$ cat src/rtl/systolic_host_if.sv
`default_nettype none
// ============================================================================
// Module   : systolic_host_if
// Purpose  : Byte-wide host interface for an NxN systolic matmul core.
//            Optional watchdog: define SYSTOLIC_HOST_IF_TIMEOUT_EN.
// Revision : 1.0
// ============================================================================
module systolic_host_if #(
    parameter int N       = 4,
    parameter int A_W     = 16,
    parameter int B_W     = 8,
    parameter int R_W     = 32,
    parameter int AW      = 8,
    parameter int TIMEOUT = 255
) (
    input  logic                 clk,
    input  logic                 rst_n,
    input  logic [7:0]           data_in,
    output logic [7:0]           data_out,
    input  logic [AW-1:0]        addr,
    input  logic                 write_en,
    input  logic                 read_en,
    input  logic                 start,
    output logic                 ready,
    output logic                 done,
    output logic                 core_start,
    output logic [N*N*A_W-1:0]   core_a,
    output logic [N*N*B_W-1:0]   core_b,
    input  logic [N*N*R_W-1:0]   core_result,
    input  logic                 core_result_valid
);

    localparam int c_a_bytes = N * N * A_W / 8;
    localparam int c_b_bytes = N * N * B_W / 8;
    localparam int c_r_bytes = N * N * R_W / 8;
    localparam int c_r_end_i = c_a_bytes + c_b_bytes + c_r_bytes;
    localparam int c_a_iw    = (c_a_bytes > 1) ? $clog2(c_a_bytes) : 1;
    localparam int c_b_iw    = (c_b_bytes > 1) ? $clog2(c_b_bytes) : 1;
    localparam int c_r_iw    = (c_r_bytes > 1) ? $clog2(c_r_bytes) : 1;

    localparam logic [AW-1:0] c_b_base      = AW'(c_a_bytes);
    localparam logic [AW-1:0] c_r_base      = AW'(c_a_bytes + c_b_bytes);
    localparam logic [AW-1:0] c_r_end       = AW'(c_r_end_i);
    localparam logic [AW-1:0] c_ctrl_addr   = {{(AW-1){1'b1}}, 1'b0};
    localparam logic [AW-1:0] c_status_addr = {AW{1'b1}};

    if (c_r_end_i > (2**AW) - 2) begin : g_map_check
        $error("systolic_host_if: operand/result banks overlap CTRL/STATUS");
    end
    if (TIMEOUT < 1) begin : g_timeout_check
        $error("systolic_host_if: TIMEOUT must be at least 1");
    end

    typedef enum logic [1:0] {
        S_IDLE = 2'd0,
        S_RUN  = 2'd1,
        S_DONE = 2'd2
    } state_t;

    state_t      r_state;
    logic        r_ready;
    logic        r_done;
    logic        r_core_start;
    logic        r_wr_busy_err;
    logic [7:0]  r_data_out;
    logic [7:0]  r_a [c_a_bytes];
    logic [7:0]  r_b [c_b_bytes];
    logic [7:0]  r_r [c_r_bytes];

    logic              w_in_a;
    logic              w_in_b;
    logic              w_in_r;
    logic [c_a_iw-1:0] w_a_idx;
    logic [c_b_iw-1:0] w_b_idx;
    logic [c_r_iw-1:0] w_r_idx;
    logic              w_ctrl_wr;
    logic              w_start;
    logic              w_clear;
    logic              w_busy;
    logic              w_ab_wr;
    logic              w_wd_hit;
    logic              w_timeout_err;
    logic [7:0]        w_status;

    assign w_in_a    = (addr < c_b_base);
    assign w_in_b    = (addr >= c_b_base) && (addr < c_r_base);
    assign w_in_r    = (addr >= c_r_base) && (addr < c_r_end);
    assign w_a_idx   = c_a_iw'(addr);
    assign w_b_idx   = c_b_iw'(addr - c_b_base);
    assign w_r_idx   = c_r_iw'(addr - c_r_base);
    assign w_ctrl_wr = write_en && (addr == c_ctrl_addr);
    assign w_start   = start || (w_ctrl_wr && data_in[0]);
    assign w_clear   = w_ctrl_wr && data_in[1];
    assign w_busy    = (r_state == S_RUN);
    assign w_ab_wr   = write_en && (w_in_a || w_in_b);
    assign w_status  = {3'b000, r_wr_busy_err, w_timeout_err, w_busy, r_done, r_ready};

`ifdef SYSTOLIC_HOST_IF_TIMEOUT_EN
    localparam int c_wd_w = $clog2(TIMEOUT + 1);

    logic [c_wd_w-1:0] r_wd_cnt;
    logic              r_timeout_err;

    // Counter is held at zero outside RUN, so every RUN entry starts from zero.
    assign w_wd_hit      = w_busy && !core_result_valid && (r_wd_cnt == c_wd_w'(TIMEOUT - 1));
    assign w_timeout_err = r_timeout_err;

    always_ff @(posedge clk or negedge rst_n) begin
        if (!rst_n) begin
            r_wd_cnt      <= '0;
            r_timeout_err <= 1'b0;
        end else begin
            if (w_busy) begin
                r_wd_cnt <= r_wd_cnt + 1'b1;
            end else begin
                r_wd_cnt <= '0;
            end
            if (w_clear) begin
                r_timeout_err <= 1'b0;
            end
            if (w_wd_hit) begin
                r_timeout_err <= 1'b1;
            end
        end
    end
`else
    assign w_wd_hit      = 1'b0;
    assign w_timeout_err = 1'b0;
`endif

    always_ff @(posedge clk or negedge rst_n) begin
        if (!rst_n) begin
            r_state       <= S_IDLE;
            r_ready       <= 1'b1;
            r_done        <= 1'b0;
            r_core_start  <= 1'b0;
            r_wr_busy_err <= 1'b0;
            for (int i = 0; i < c_a_bytes; i++) r_a[i] <= 8'h00;
            for (int i = 0; i < c_b_bytes; i++) r_b[i] <= 8'h00;
            for (int i = 0; i < c_r_bytes; i++) r_r[i] <= 8'h00;
        end else begin
            r_core_start <= 1'b0;
            if (w_clear) begin
                r_wr_busy_err <= 1'b0;
            end
            // Operand writes land even on the launch edge, so the core sees them with core_start.
            if (w_ab_wr) begin
                if (w_busy) begin
                    r_wr_busy_err <= 1'b1;
                end else if (w_in_a) begin
                    r_a[w_a_idx] <= data_in;
                end else begin
                    r_b[w_b_idx] <= data_in;
                end
            end
            case (r_state)
                S_IDLE: begin
                    if (w_start) begin
                        r_state      <= S_RUN;
                        r_core_start <= 1'b1;
                        r_ready      <= 1'b0;
                    end
                end
                S_RUN: begin
                    if (core_result_valid) begin
                        for (int i = 0; i < c_r_bytes; i++) r_r[i] <= core_result[i*8 +: 8];
                        r_state <= S_DONE;
                        r_done  <= 1'b1;
                        r_ready <= 1'b1;
                    end else if (w_wd_hit) begin
                        r_state <= S_DONE;
                        r_done  <= 1'b1;
                        r_ready <= 1'b1;
                    end
                end
                S_DONE: begin
                    if (w_start) begin
                        r_state      <= S_RUN;
                        r_core_start <= 1'b1;
                        r_ready      <= 1'b0;
                        r_done       <= 1'b0;
                    end else if (w_clear) begin
                        r_state <= S_IDLE;
                        r_done  <= 1'b0;
                    end
                end
                default: begin
                    r_state <= S_IDLE;
                    r_ready <= 1'b1;
                    r_done  <= 1'b0;
                end
            endcase
        end
    end

    always_ff @(posedge clk or negedge rst_n) begin
        if (!rst_n) begin
            r_data_out <= 8'h00;
        end else if (!read_en) begin
            r_data_out <= 8'h00;
        end else if (w_in_a) begin
            r_data_out <= r_a[w_a_idx];
        end else if (w_in_b) begin
            r_data_out <= r_b[w_b_idx];
        end else if (w_in_r) begin
            r_data_out <= r_r[w_r_idx];
        end else if (addr == c_status_addr) begin
            r_data_out <= w_status;
        end else begin
            r_data_out <= 8'h00;
        end
    end

    for (genvar i = 0; i < c_a_bytes; i++) begin : g_core_a
        assign core_a[i*8 +: 8] = r_a[i];
    end
    for (genvar i = 0; i < c_b_bytes; i++) begin : g_core_b
        assign core_b[i*8 +: 8] = r_b[i];
    end

    assign data_out   = r_data_out;
    assign ready      = r_ready;
    assign done       = r_done;
    assign core_start = r_core_start;

endmodule
`default_nettype wire

$ cat config.mk
export PLATFORM = sky130hd
export DESIGN_NAME = systolic_host_if
export DESIGN_NICKNAME = d
export VERILOG_FILES = /design/src/rtl/systolic_host_if.sv
export SDC_FILE = /design/constraint.sdc
export NUM_CORES = 1
export LEC_CHECK = 0
export ABC_CLOCK_PERIOD_IN_PS = 2500
export CAP_MARGIN = 40
export CORE_AREA = 2 2 358 360
export DETAILED_ROUTE_END_ITERATION = 8
export DIE_AREA = 0 0 360 362
export PLACE_DENSITY = 0.66
export SETUP_SLACK_MARGIN = 0.1
export SLEW_MARGIN = 25
export SYNTH_ARGS = -nofsm -noshare
export SYNTH_HDL_FRONTEND = slang
export SYNTH_SLANG_ARGS = --single-unit
$ cat constraint.sdc
create_clock -name clk -period 2.5 [get_ports clk]
set_clock_uncertainty 0.2 [all_clocks]
set_input_delay 0.5 -clock clk [delete_from_list [all_inputs] [get_ports clk]]
set_output_delay 0.5 -clock clk [all_outputs]
set_load 0.03 [all_outputs]
==> results of run 1 <==
logic make-up (layout without fill, tap and decap cells):
kind of cell / after synthesis / after routing
AND/OR/NAND/NOR: 1729 / 1729
other: 0 / 15
buffers and inverters: 250 / 1548
AO/OA/AOI/OAI: 122 / 122
multiplexers: 687 / 687
adder cells (fa/ha/maj): 2 / 2
flip-flops: 910 / 910
layer usage:
metal  GRT usage, %  vias up  share of wire, %
li1               -    15000                 -
met1           32.1    17600                38
met2           44.6     1441                49
met3           5.76      362               6.9
met4           13.7       22               5.7
met5              0        -             0.076
final timing paths:
check	from	to
min reg2reg	r_r[490]$_DFFE_PN0P_	r_r[490]$_DFFE_PN0P_
min in group asynchronous	rst_n	r_r[443]$_DFFE_PN0P_
max reg2reg	core_a[115]$_DFFE_PN0P_	data_out[3]$_DFF_PN0_
max in group asynchronous	rst_n	r_r[240]$_DFFE_PN0P_
max	addr[0]	data_out[2]$_DFF_PN0_
min	core_result[330]	r_r[178]$_DFFE_PN0P_
worst min-delay path: stages:
cell and delay, ns:
clkdlybuf4s50_1 0.40, nand2_1 0.05, nand2_1 0.04
power by group:
part / switching, W / leakage [nW] / total (W) / internal [W]
Clock: 0.00643 / 1.78 / 0.0160 / 0.00960
Sequential: 0.00234 / 11.8 / 0.0210 / 0.0187
Combinational: 0.00669 / 16.9 / 0.0123 / 0.00557
Total: 0.0155 / 30.5 / 0.0493 / 0.0338
per-stage QoR:
stage,setup WS (ns),cells,instance area (um2)
6_report,0.0849,6675,60600
5_1_grt,0.0619,6673,60600
4_1_cts,0.0667,6658,60400
3_5_place_dp,-0.904,6467,57100
3_3_place_gp,-1.09,6464,57100
2_1_floorplan,-0.139,3700,42500
placed cells by master (no fill, tap or decap), drive strengths merged, types with 4 or more instances in the layout:
cell type	instances
clkbuf	133
a2111oi	11
a21oi	13
clkdlybuf4s15	16
clkdlybuf4s50	521
bufinv	15
or2	4
nor2	61
inv	14
nand2b	6
or3	9
mux2i	84
clkinv	28
mux2	392
o22ai	24
nand3	13
buf	446
a32oi	5
o221ai	7
o21ai	17
mux4	211
a211oi	11
nor3	26
and2	6
dfrtp	909
diode	15
nand2	1586
dlygate4sd2	370
registers in the layout (all words and copies together) (netlist names):
register,cells
r_r,512
data_out,8
r_state,2
done,1
core_start,1
core_a,256
core_b,128
ready,1
r_wr_busy_err,1
repair_timing:
item	CTS	global route
gates cloned	1	0
endpoints found under the hold margin	26	0
hold buffers	2	0
gates resized for setup	429	32
endpoints found under the setup margin	562	108
buffers inserted	5	2
pin swaps	7	8
cell type report:
type                       instances  area, um2
antenna                           15       37.5
clock buffer                     132       2850
clock inverter                    52        714
fill                           11500      66100
inverter                           7       26.3
multi-input combinational       2540      18600
sequential                       910      22800
tap                             1662       2080
timing repair buffer            1357      13500
==> reports/metrics.yaml, run 1 <==
worst_setup_path:
  cp-start-kind: "primary input"
  end_kind: "flop"
  regToRegSetupSlack_ns: 0.13
  cp_max_fo: 22
  cp_cell_sequence: "buf_12, buf_12, buf_12, mux4_1, mux4_2, o22ai_1, a2111oi_4"
  required_ns: 2.87
  timing.critical_path.mode_cell: "buf_12"
  crit_buf_inv: 3
  cp_slowest_cell: "mux4_1"
  max_stage_delay_ns: 0.67
  reg2regPathDepth: 5
  cp_data_arrival_time_ns: 2.78
  crit_type: "primary input to flop"
  cpLargestDelayFamily: "multiplexers"
  path_depth: 7
floorplanning:
  io_pins: 929
  chipWidth_um: 360
  fp.coreArea_mm2: 0.127
  die_area_mm2: 0.130
  die_h_um: 362
  start_util_pct: 33.1
  rows: 131
timing:
  fin_tns_setup_ns: 0
  drv_slew: 0
  rsz0062_at_grt: "true"
  worstMarginPinSlew_ns: 0.659
  setup_viol: 0
  fmax_ghz: 0.414
  layout_min_cycle_time_ns: 2.42
  whs_ns: 0.141
  fin_crit_sh_pct: 96.6
  finalHoldViolCount: 0
  slew_headroom_pct: 56.0
routing:
  finalWirelength_um: 175000
  drt_iter0_drc: 2908
  drc_errors: 0
  wire_per_inst_um: 26.3
  vias: 34400
  viasPerCell: 5.15
  antenna_left: 0
  dr.pass1.iters: 7
global_route:
  grt_pass1_wl_um: 250000
  grt_start_max_net_pins: 85
  antenna_found_initial: 33
  grt.overflow.total: 0
  groute.usage.overall_pct: 26.5
  grt_pass1_vias: 35400
clocking:
  root_buffer: "clkbuf_16"
  numClockSinks: 910
  ctsHtreeMaxLevel: 3
  cts_tree: "yes"
  path_clk_slew_ns: 0.06
  clock_latency_ns: 0.69
  max-clock-path-buffers: 3
  numCtsBuffers: 98
power_and_ir_drop:
  p_leak_nw: 30.5
  power_density_mw_per_mm2: 813
  vdd_drop_max_v: 0.000481
  p_total_w: 0.0493
placement:
  portBuffers: 928
  gp_congestion: 0.945
  dp_hpwl_um: 138000
layout:
  area_growth_pct: 44.3
  drive_above_1_share_pct: 26.7
  fin_util_pct: 47.8
  num-nets-final: 5450
yosys:
  synth.most_common_cell: "nand2_1"
  synth_top_cell_by_area: "dfrtp_1"
  post_synth_mux_area_share_pct: 24.0
  syn_area_per_cell_um2: 11.3
  syn-cell-area_mm2: 0.0420
  synthFlopType: "dfrtp_1"
  synth_common_cells: "nand2_1, dfrtp_1, mux2_2"
  synth_area_leaders: "dfrtp_1, nand2_1, mux4_2"
  syn_inst: 3700
  synthAdderAreaFrac_pct: 0.0596
  synth_xor_area_share_pct: 0
  yosys.area_share.simple_pct: 16.6
  yosysUniqueCellTypes: 70
  ys_ff_latch: 910
  synth_top_area_share_pct: 54.2
  syn_nets: 4236
  synth_compound_area_share_pct: 2.17
  synth-edff-count: 0
  yosysWarnings: 0
  synth-async-reset-ratio_pct: 100
  yosysSeqAreaShare_pct: 54.2
  synth_top_family_by_area: "multiplexers"
flow_run:
  cap_violations: 0
outcome:
  status: "complete, no violations"
min_path:
  min_path_type: "primary input to flop"
  whs_path_depth: 3
Power figures use the tool's default switching activity.
==> inputs of run 2 (changes only) <==
- SKIP_LAST_GASP: unset -> 1
==> results of run 2 <==
No change in the layout: final DEF, timing and power equal those of run 1.
